$ cat src/rtl/uart_rx_line_assembler.sv
// uart_rx_line_assembler
// Reads bytes from a CoreUART receiver (non-FIFO mode) by strobing CSN/OEN.
// Assembles the bytes into a line buffer until a terminator byte arrives or
// the buffer fills. The line is then held for the system side until line_ack.
module uart_rx_line_assembler #(
  parameter int         DEPTH    = 16,
  parameter logic [7:0] TERM     = 8'h0A,
  parameter bit         STRIP_CR = 1'b1,
  parameter int         LEN_W    = $clog2(DEPTH + 1)
) (
  input  logic             CLK,
  input  logic             RESET,
  input  logic             RXRDY,
  input  logic [7:0]       UART_DATA,
  input  logic             PARITY_ERR,
  input  logic             FRAMING_ERR,
  input  logic             OVERFLOW,
  output logic             CSN,
  output logic             OEN,
  output logic             line_ready,
  output logic [LEN_W-1:0] line_len,
  output logic             line_err,
  output logic             line_trunc,
  input  logic [LEN_W-1:0] rd_addr,
  output logic [7:0]       rd_data,
  input  logic             line_ack
);

  localparam int               ADDR_W     = (DEPTH > 1) ? $clog2(DEPTH) : 1;
  localparam logic [LEN_W-1:0] DEPTH_L    = LEN_W'(DEPTH);
  localparam logic [1:0]       SETTLE_MAX = 2'd3;  // 4 cycles in SETTLE at most
  localparam logic [7:0]       CR         = 8'h0D;

  typedef enum logic [1:0] {
    S_IDLE,
    S_READ,
    S_SETTLE,
    S_HOLD
  } state_e;

  state_e           state_q;
  logic             strobe_n_q;    // shared CSN/OEN strobe, active low
  logic             line_ready_q;
  logic             err_q;
  logic             trunc_q;
  logic [LEN_W-1:0] count_q;
  logic [1:0]       settle_q;
  logic [7:0]       rd_data_q;
  logic [7:0]       buf_mem [DEPTH];

  logic [LEN_W-1:0] count_d;
  logic             is_term;
  logic             is_cr;
  logic             byte_err;
  logic             store_en;

  // Classify the byte currently presented by the UART during READ.
  always_comb begin
    // NOTE: combinational blocks use blocking '=' and assign every output
    // first, so no latch is inferred on any path.
    count_d  = count_q + LEN_W'(1);
    is_term  = (UART_DATA == TERM);
    is_cr    = STRIP_CR && (UART_DATA == CR);
    byte_err = PARITY_ERR | FRAMING_ERR | OVERFLOW;
    store_en = (state_q == S_READ) && !is_term && !is_cr;
  end

  // Control FSM: UART strobe, line bookkeeping and handshake with the system.
  always_ff @(posedge CLK) begin
    // NOTE: sequential state uses non-blocking '<=' so every register sees
    // the pre-edge value of every other register.
    if (RESET) begin
      state_q      <= S_IDLE;
      strobe_n_q   <= 1'b1;
      line_ready_q <= 1'b0;
      err_q        <= 1'b0;
      trunc_q      <= 1'b0;
      count_q      <= '0;
      settle_q     <= '0;
    end else begin
      case (state_q)
        S_IDLE: begin
          if (line_ready_q) begin
            state_q <= S_HOLD;
          end else if (RXRDY) begin
            state_q    <= S_READ;
            strobe_n_q <= 1'b0;
          end
        end

        S_READ: begin
          strobe_n_q <= 1'b1;
          settle_q   <= '0;
          state_q    <= S_SETTLE;
          // An empty line is dropped together with whatever errors it carried.
          if (is_term && (count_q == '0)) begin
            err_q <= 1'b0;
          end else begin
            err_q <= err_q | byte_err;
          end
          if (is_term) begin
            if (count_q != '0) begin
              line_ready_q <= 1'b1;
              trunc_q      <= 1'b0;
            end
          end else if (!is_cr) begin
            count_q <= count_d;
            // A full buffer closes the line; the count never wraps.
            if (count_d == DEPTH_L) begin
              line_ready_q <= 1'b1;
              trunc_q      <= 1'b1;
            end
          end
        end

        S_SETTLE: begin
          // RXRDY lags the read; waiting here avoids reading one byte twice.
          if (!RXRDY || (settle_q == SETTLE_MAX)) begin
            state_q <= line_ready_q ? S_HOLD : S_IDLE;
          end else begin
            settle_q <= settle_q + 2'd1;
          end
        end

        S_HOLD: begin
          if (line_ack) begin
            line_ready_q <= 1'b0;
            count_q      <= '0;
            err_q        <= 1'b0;
            trunc_q      <= 1'b0;
            state_q      <= S_IDLE;
          end
        end

        default: state_q <= S_IDLE;
      endcase
    end
  end

  // Line buffer write port.
  always_ff @(posedge CLK) begin
    // NOTE: the buffer has no reset; count_q alone decides which entries are
    // valid, so clearing the storage would only cost logic.
    if (store_en && !RESET) begin
      buf_mem[count_q[ADDR_W-1:0]] <= UART_DATA;
    end
  end

  // Registered read port; addresses past the buffer return zero.
  always_ff @(posedge CLK) begin
    if (RESET) begin
      rd_data_q <= 8'h00;
    end else if (rd_addr < DEPTH_L) begin
      rd_data_q <= buf_mem[rd_addr[ADDR_W-1:0]];
    end else begin
      rd_data_q <= 8'h00;
    end
  end

  assign CSN        = strobe_n_q;
  assign OEN        = strobe_n_q;
  assign line_ready = line_ready_q;
  assign line_len   = count_q;
  assign line_err   = err_q;
  assign line_trunc = trunc_q;
  assign rd_data    = rd_data_q;

endmodule
$ cat config.mk
export PLATFORM = sky130hd
export DESIGN_NAME = uart_rx_line_assembler
export DESIGN_NICKNAME = d
export VERILOG_FILES = /design/src/rtl/uart_rx_line_assembler.sv
export SDC_FILE = /design/constraint.sdc
export NUM_CORES = 1
export LEC_CHECK = 0
export ABC_AREA = 1
export CAP_MARGIN = 0
export CORE_UTILIZATION = 43
export DETAILED_ROUTE_END_ITERATION = 6
export MAX_ROUTING_LAYER = met4
export PLACE_DENSITY = 0.65
export SYNTH_ARGS = -nofsm -noshare
export SYNTH_HDL_FRONTEND = slang
export SYNTH_SLANG_ARGS = --single-unit
$ cat constraint.sdc
create_clock -name CLK -period 4.5 [get_ports CLK]
set_input_delay 1.125 -clock CLK [delete_from_list [all_inputs] [get_ports CLK]]
set_output_delay 1.125 -clock CLK [all_outputs]
set_load 0.03 [all_outputs]
# == After elaboration in Yosys (flattened, before gate mapping) ==
# Memory sizes are Yosys's and may differ from the RTL's. A register that Yosys moved wholly into a read port is not among the register bits.
# Cells that the tools add are included.
# totals
ff_bits,13
ramBits,128
inputBits,20
word_cells,83
n_memories,1
out_inout_bits,18
# classes
reduce_logical,22
n_eq_ne,18
addsub,2
n_bitwise,4
mux,28
n_lt_le_gt_ge,1
# mem_list
name,depth,width,read_ports,rd_clocked_by_memory_dff,write_ports,line,text
buf_mem,16,8,1,1,1,49,logic [7:0] buf_mem [DEPTH];
# ops
operator,n
== test 8 x 4 -> 1 bit (second input constant),2
two-way mux 5 bit,3
inequality test 2 bit (second input constant),7
two-way mux 1 bit,12
two-way mux 2 bit,6
one-hot mux 5 bit (2 select lines),1
one-hot mux 1 bit (2 select lines),4
one-hot mux 2 bit (4 select lines),1
== test 2 bit (second input constant),3
inequality test 3 x 2 -> 1 bit (second input constant),2
inequality test 3 bit (second input constant),2
AND reduction 3 bit,2
nonzero test 2 bit,3
adder 5 x 1 -> 5 bit (second input constant),1
== test 5 bit (second input constant),1
zero test 5 bit,1
less-than comparator 5 bit (second input constant),1
AND reduction 5 bit,1
nonzero test 5 bit,1
logical AND 1 bit,4
zero test 1 bit,4
one-hot mux 2 bit (2 select lines),1
AND reduction 2 bit,2
AND reduction 4 bit,1
7 further kinds,9

# == Depth between registers and ports, before layout ==
# Gate-level depths: netlist of run 1.
# depth
depth_word,7
depth_mapped,10
mapped_depth_nobuf,10

# == Worst setup path before layout of run 1 ==
# No wires, ideal clock.
# synth_path
path_type,input-to-reg
from,input port UART_DATA[7]
to,memory buf_mem[4][0] (enable)
path_buffers,0
setup_ns,0.370
arrival_ns,2.223
path_stages,10
setup_slack_ns,1.907
cell_sequence,nor2_1 nand2_1 inv_1 nand2_1 nand2_4 nor2_2 inv_2 nor2_8 nand2_4 nor2_1
# synth_via
elab_chain_len,7
word_cells_on_any_way,9
# synth_rtl
element,line,text
from (decl),14,"input logic [7:0] UART_DATA,"
== test 8 x 4 -> 1 bit,62,is_term = (UART_DATA == TERM);
zero test 1 bit,65,store_en = (state_q == S_READ) && !is_term && !is_cr;
logical AND 1 bit,65,
logical AND 1 bit *,65,
logical AND 1 bit *,144,if (store_en && !RESET) begin
two-way mux 1 bit *,144,
two-way mux 1 bit (implied by the code) *,145,buf_mem[count_q[ADDR_W-1:0]] <= UART_DATA;
to (decl),49,
# Mark *: on every way between the ends. The rest lies on a longest branch, timed or not.

# == Final worst setup path of run 1 ==
# layout_path
from,input port UART_DATA[2]
to,memory buf_mem[1][6] (enable)
# Same word-level chain as after synthesis.

==> metrics.yaml, run 1 <==
cells_and_area:
  syn_to_final_growth_pct: 18.2
  final_util_pct: 52.4
  drive_above_1_share_pct: 9.44
  num_antenna_cells: 0
  fillers: 1201
  register_area_mm2: 0.00426
  multi_input_area_mm2: 0.00167
  fin_nets: 605
  postLayoutCellArea_mm2: 0.00732
global_routing:
  grt_pass1_wl_mm: 22.4
  grt_pass1_vias: 4145
  grt_max_degree: 65
  grtUsageTotal_pct: 21.8
  globalRouteOverflowTotal: 0
  antenna_found_initial: 0
detailed_routing:
  dr.pass1.iters: 5
  wl_per_cell_um: 18.7
  ant_nets: 0
  vias: 4250
  drt_wl_total_mm: 14.5
  drt-initial-drc-count: 428
  vias_per_cell: 5.50
  drc: 0
floorplanning:
  die_h_um: 122
  num_rows: 43
  start_util_pct: 44.3
  io_pins: 38
  die_x_um: 122
  core_mm2: 0.0140
  dieArea_mm2: 0.0149
critical_path:
  crit_slowest_cell: "clkdlybuf4s50_1"
  path_class: "in2reg"
  r2r_end: "buf_mem[1][6]"
  crit_required_ns: 4.55
  r2r-start: "state_q[0]"
  crit_path_start_kind: "input port"
  startpoint: "UART_DATA[2]"
  path_cells: "clkdlybuf4s50_1, inv_1, nand2_1, nor2_1, nand2_1, nand2_4, nor2_2, inv_2, nor2_8, nand2_4, nor2_1"
  rrSetupSlack_ns: 2.38
  crit_fanout: 11
  critPathArrivalTime_ns: 3.39
  r2r_cells: 8
  end_kind: "flop"
  cp_slowest_stage_delay_ns: 0.80
  crit_end: "buf_mem[1][6]"
run_status:
  outcome: "complete, no violations"
synth:
  synth_warnings: 0
  syn_avg_cell_area_um2: 11.5
  synth_area_leaders: "edfxtp_1 (62%), nor2_1 (8.0%), dfxtp_1 (6.8%), o21ai_0 (5.3%), o211ai_1 (3.9%)"
  yosysTopAreaCell: "edfxtp_1"
  synth_most_common_cell: "nor2_1"
  synthArstFlopShare_pct: 0
  ys_ff_latch: 149
  synth_edf_count: 128
  synth_seq_area_share_pct: 68.8
  post-synth-top-area-fraction_pct: 62.0
  synthTopCellsByCount: "nor2_1 (132), edfxtp_1 (128), o21ai_0 (66)"
  synth.distinct_cells: 29
  syn-instance-count: 541
  syn-num-nets: 566
  syn-cell-area_mm2: 0.00620
  synth_ff_type: "edfxtp_1"
clock_tree:
  postCtsResizedCells: 0
  htree_num_levels: 4
  cts_buffers: 17
  cts.sink_count: 149
  post_cts_buffers: 0
  clk_pin_slew_ns: 0.06
  cts_tree: "built"
  cts_hold_buf: 0
  cts-root-buf: "clkbuf_16"
  clk_latency_ns: 0.42
  cts_buffer_depth: 2
power_and_ir_drop:
  p_per_area_mw_per_mm2: 493
  power_w: 0.00361
  peakVddDrop_v: 0.000285
  power.leakage_nw: 2.56
timing:
  final.setup.tns_ns: 0
  timing.slew.headroom_pct: 36.5
  fin_crit_sh_pct: 74.1
  grt_setup_unrepaired: "no"
  hold_violations: 0
  finalCriticalPeriod_ns: 3.34
  tightest_slew_ns: 0.951
  fmax_mhz: 300
  setup_violations: 0
  drv_slew: 0
  hold_ws_ns: 0.468
  skew_ns: 0.00613
hold_path:
  hp-class: "reg2reg"
placed_design:
  placed_cell_area_mm2: 0.00671
  routabilityCongestion: 0.899
  portBuffers: 37
  hpwl_mm: 9.67
run:
  drv_cap: 0
[power by group]
part	internal, W	switching [W]
combinational	0.000191	0.000380
clock	0.000905	0.000518
sequential	0.00156	0.0000529
[how the worst min path moves through the flow]
stage / startpoint / to / slack [ns] / cells past startpoint
floorplan: settle_q[0] / settle_q[0] / 0.43 / 1
global placement: settle_q[0] / settle_q[0] / 0.45 / 1
detailed placement: settle_q[0] / settle_q[0] / 0.46 / 1
global route: line_trunc / line_trunc / 0.49 / 2
finish: settle_q[0] / settle_q[0] / 0.47 / 1
CTS: settle_q[0] / settle_q[0] / 0.47 / 1
[per-stage QoR]
step,instances,setup slack [ns]
after floorplan,541,1.91
after global placement,741,0.819
after detailed placement,741,0.712
after CTS,773,1.15
after global routing,773,0.912
final,773,1.16
[layout by cell type (no fill, tap or decap), drive strengths merged]
cell | Yosys | final
nor2 | 135 | 135
edfxtp | 128 | 128
o21ai | 70 | 70
nand2 | 43 | 43
clkdlybuf4s50 | 0 | 36
o211ai | 32 | 32
inv | 29 | 29
clkbuf | 8 | 26
nand3 | 24 | 24
dfxtp | 21 | 21
a21oi | 18 | 18
buf | 19 | 11
ha | 5 | 5
clkinv | 0 | 5
nor3 | 4 | 4
nand4 | 2 | 2
or2 | 1 | 1
a22oi | 1 | 1
o31ai | 1 | 1
bufinv | 0 | 1
[logic make-up (layout without fill, tap and decap cells)]
family	after synthesis	count (layout)	synth area share, %
AND/OR/NAND/NOR	209	209	14.7
flip-flops	149	149	68.8
AO/OA/AOI/OAI	122	122	11.2
buffers and inverters	56	108	4.26
adder cells (fa/ha/maj)	5	5	1.01
[worst max-delay path, delay by kind of cell]
kind                   cells  cell delay (ns)
and+or+nand+nor            8             1.27
buffers and inverters      3             0.98
[layout make-up]
class | instances | area share (%)
inverters | 29 | 1.52
well taps | 180 | 3.07
clock buffers | 26 | 7.57
multi-input cells | 336 | 22.8
flip-flops and latches | 149 | 58.2
repair buffers | 47 | 6.01
clock inverters | 6 | 0.803
[metal layers]
| metal | wire (um) | up-vias | global-route usage [%] |
|---|---|---|---|
| li1 | - | 1982 | - |
| met1 | 5950 | 2030 | 27.1 |
| met2 | 7000 | 208 | 33.8 |
| met3 | 1170 | 30 | 5.76 |
| met4 | 346 | 0 | 8.99 |
| met5 | 0 | - | - |
[registers in the layout, summed over array words and instances, names as in the netlist]
signal and flops:
CSN 1, buf_mem 128, line_err 1, line_len 5
line_ready 1, line_trunc 1, rd_data 8, settle_q 2
state_q 2
(Power assumes the default switching activity.)
==> inputs of run 2 (changes only) <==
- PLACE_DENSITY: 0.65 -> 0.67
- clock period: 4.5 -> 2.76 ns (I/O delays scaled with it)
==> run 2 against run 1 <==
Core utilization is 1.8 points higher. Sequential power up 63%. First-iteration DRC count up 28%. Via count rose by 3.0%. Clock power grew 74%. Combinational power is 73% higher. Sequential share of layout area is 1.9 points lower. Critical path depth shrank 10. Setup slack worse by 0.76 ns. Sequential cell count unchanged. Worst hold slack better by 0.011 ns. Clock skew increased by 0.0063 ns. Critical endpoint is now line_len[2]. Largest power group unchanged. Highest routed layer unchanged.
==> metrics.yaml, run 2 (synthesis gave the netlist of run 1 again) <==
timing:
  skew_ns: 0.0125
  finalCriticalPeriod_ns: 2.36
  fmax_mhz: 424
  final.setup.tns_ns: 0
  grt_setup_unrepaired: "no"
  hold_violations: 0
  setup_violations: 0
  fin_crit_sh_pct: 85.5
  timing.slew.headroom_pct: 65.8
  drv_slew: 0
  tightest_slew_ns: 0.512
clock_tree:
  post_cts_buffers: 0
  cts.sink_count: 149
  cts_hold_buf: 0
  cts-root-buf: "clkbuf_16"
  cts_tree: "built"
  cts_buffer_depth: 2
  htree_num_levels: 4
  clk_pin_slew_ns: 0.06
  clk_latency_ns: 0.43
  cts_buffers: 17
  postCtsResizedCells: 0
critical_path:
  end_kind: "primary output"
  rrSetupSlack_ns: 0.99
  r2r-start: "state_q[0]"
  path_class: "reg2out"
  path_delay_family: "buffers and inverters"
  crit_path_start_kind: "flop"
  critPathArrivalTime_ns: 1.67
  path_cells: "clkdlybuf4s50_1"
  r2r_end: "buf_mem[8][2]"
  crit_fanout: 10
  crit_slowest_cell: "clkdlybuf4s50_1"
  cp_slowest_stage_delay_ns: 0.74
  critPathBufInv: 1
  crit_required_ns: 2.07
  r2r_cells: 9
floorplanning:
  die_x_um: 122
  die_h_um: 122
  core_mm2: 0.0140
  num_rows: 43
  io_pins: 38
  dieArea_mm2: 0.0149
  start_util_pct: 44.3
placed_design:
  routabilityCongestion: 0.873
  hpwl_mm: 10.1
  placed_cell_area_mm2: 0.00693
  portBuffers: 37
  numPlacedInstances: 769
cells_and_area:
  num_antenna_cells: 0
  final_util_pct: 54.1
  layout_common_cells: "nor2_1 (132), edfxtp_1 (128), o21ai_0 (66), nand2_1 (39), buf_4 (37)"
  drive_above_1_share_pct: 13.7
  largest_reg_flops: 128
  postLayoutCellArea_mm2: 0.00757
  fin_cells: 801
  final_common_cell: "nor2_1"
  fin_nets: 633
  syn_to_final_growth_pct: 22.1
hold_path:
  min_to: "line_trunc"
  hold_path_depth: 2
  min_from: "line_trunc"
  hp-class: "reg2reg"
detailed_routing:
  drt-initial-drc-count: 548
  dr.pass1.iters: 6
  drc: 0
  wl_per_cell_um: 19.0
  ant_nets: 0
  vias_per_cell: 5.47
  vias: 4378
  drt_wl_total_mm: 15.3
power_and_ir_drop:
  peakVddDrop_v: 0.000500
  power.leakage_nw: 2.71
  p_per_area_mw_per_mm2: 805
  power_w: 0.00609
global_routing:
  grt_pass1_wl_mm: 23.5
  grt_max_degree: 49
  grtUsageTotal_pct: 23.2
  grt_pass1_vias: 4196
  antenna_found_initial: 0
  globalRouteOverflowTotal: 0
run:
  drv_cap: 0
run_status:
  outcome: "complete, no violations"
-- run 2: routing by layer --
layer	wire [um]	track usage, %	vias to the layer above
li1	-	-	2040
met1	6520	29.8	2074
met2	7090	34.4	235
met3	1310	6.04	29
met4	327	10.6	0
met5	0	-	-
-- run 2: layout make-up --
type / count / area (um2)
clock buffers: 18 / 429
clock inverters: 14 / 208
fillers: 1154 / 6420
inverters: 29 / 111
multi-input cells: 336 / 1670
flip-flops and latches: 149 / 4260
well taps: 180 / 225
repair buffers: 75 / 663
-- run 2: metrics by stage --
stage                     hold slack [ns]  setup WS (ns)
after floorplan                     0.428          0.602
final                               0.479          0.400
after CTS                           0.478          0.381
after global placement              0.449         0.0483
after global routing                0.498          0.300
after detailed placement            0.463         0.0189
-- run 2: worst max path at each step --
| stage | startpoint | endpoint | slack, ns | depth (start not counted) |
|---|---|---|---|---|
| 2_1_floorplan | UART_DATA[7] | buf_mem[4][0] | 0.60 | 10 |
| 3_3_place_gp | UART_DATA[2] | buf_mem[0][3] | 0.05 | 12 |
| 3_5_place_dp | UART_DATA[6] | buf_mem[8][7] | 0.02 | 12 |
| 4_1_cts | line_len[2] | line_len[2] | 0.38 | 1 |
| 5_1_grt | line_len[2] | line_len[2] | 0.30 | 1 |
| 6_report | line_len[2] | line_len[2] | 0.40 | 1 |
-- run 2: power breakdown --
part           total, W  switching [W]  internal, W
logic          0.000987       0.000642     0.000346
clock network   0.00247       0.000876      0.00160
registers       0.00264      0.0000870      0.00255
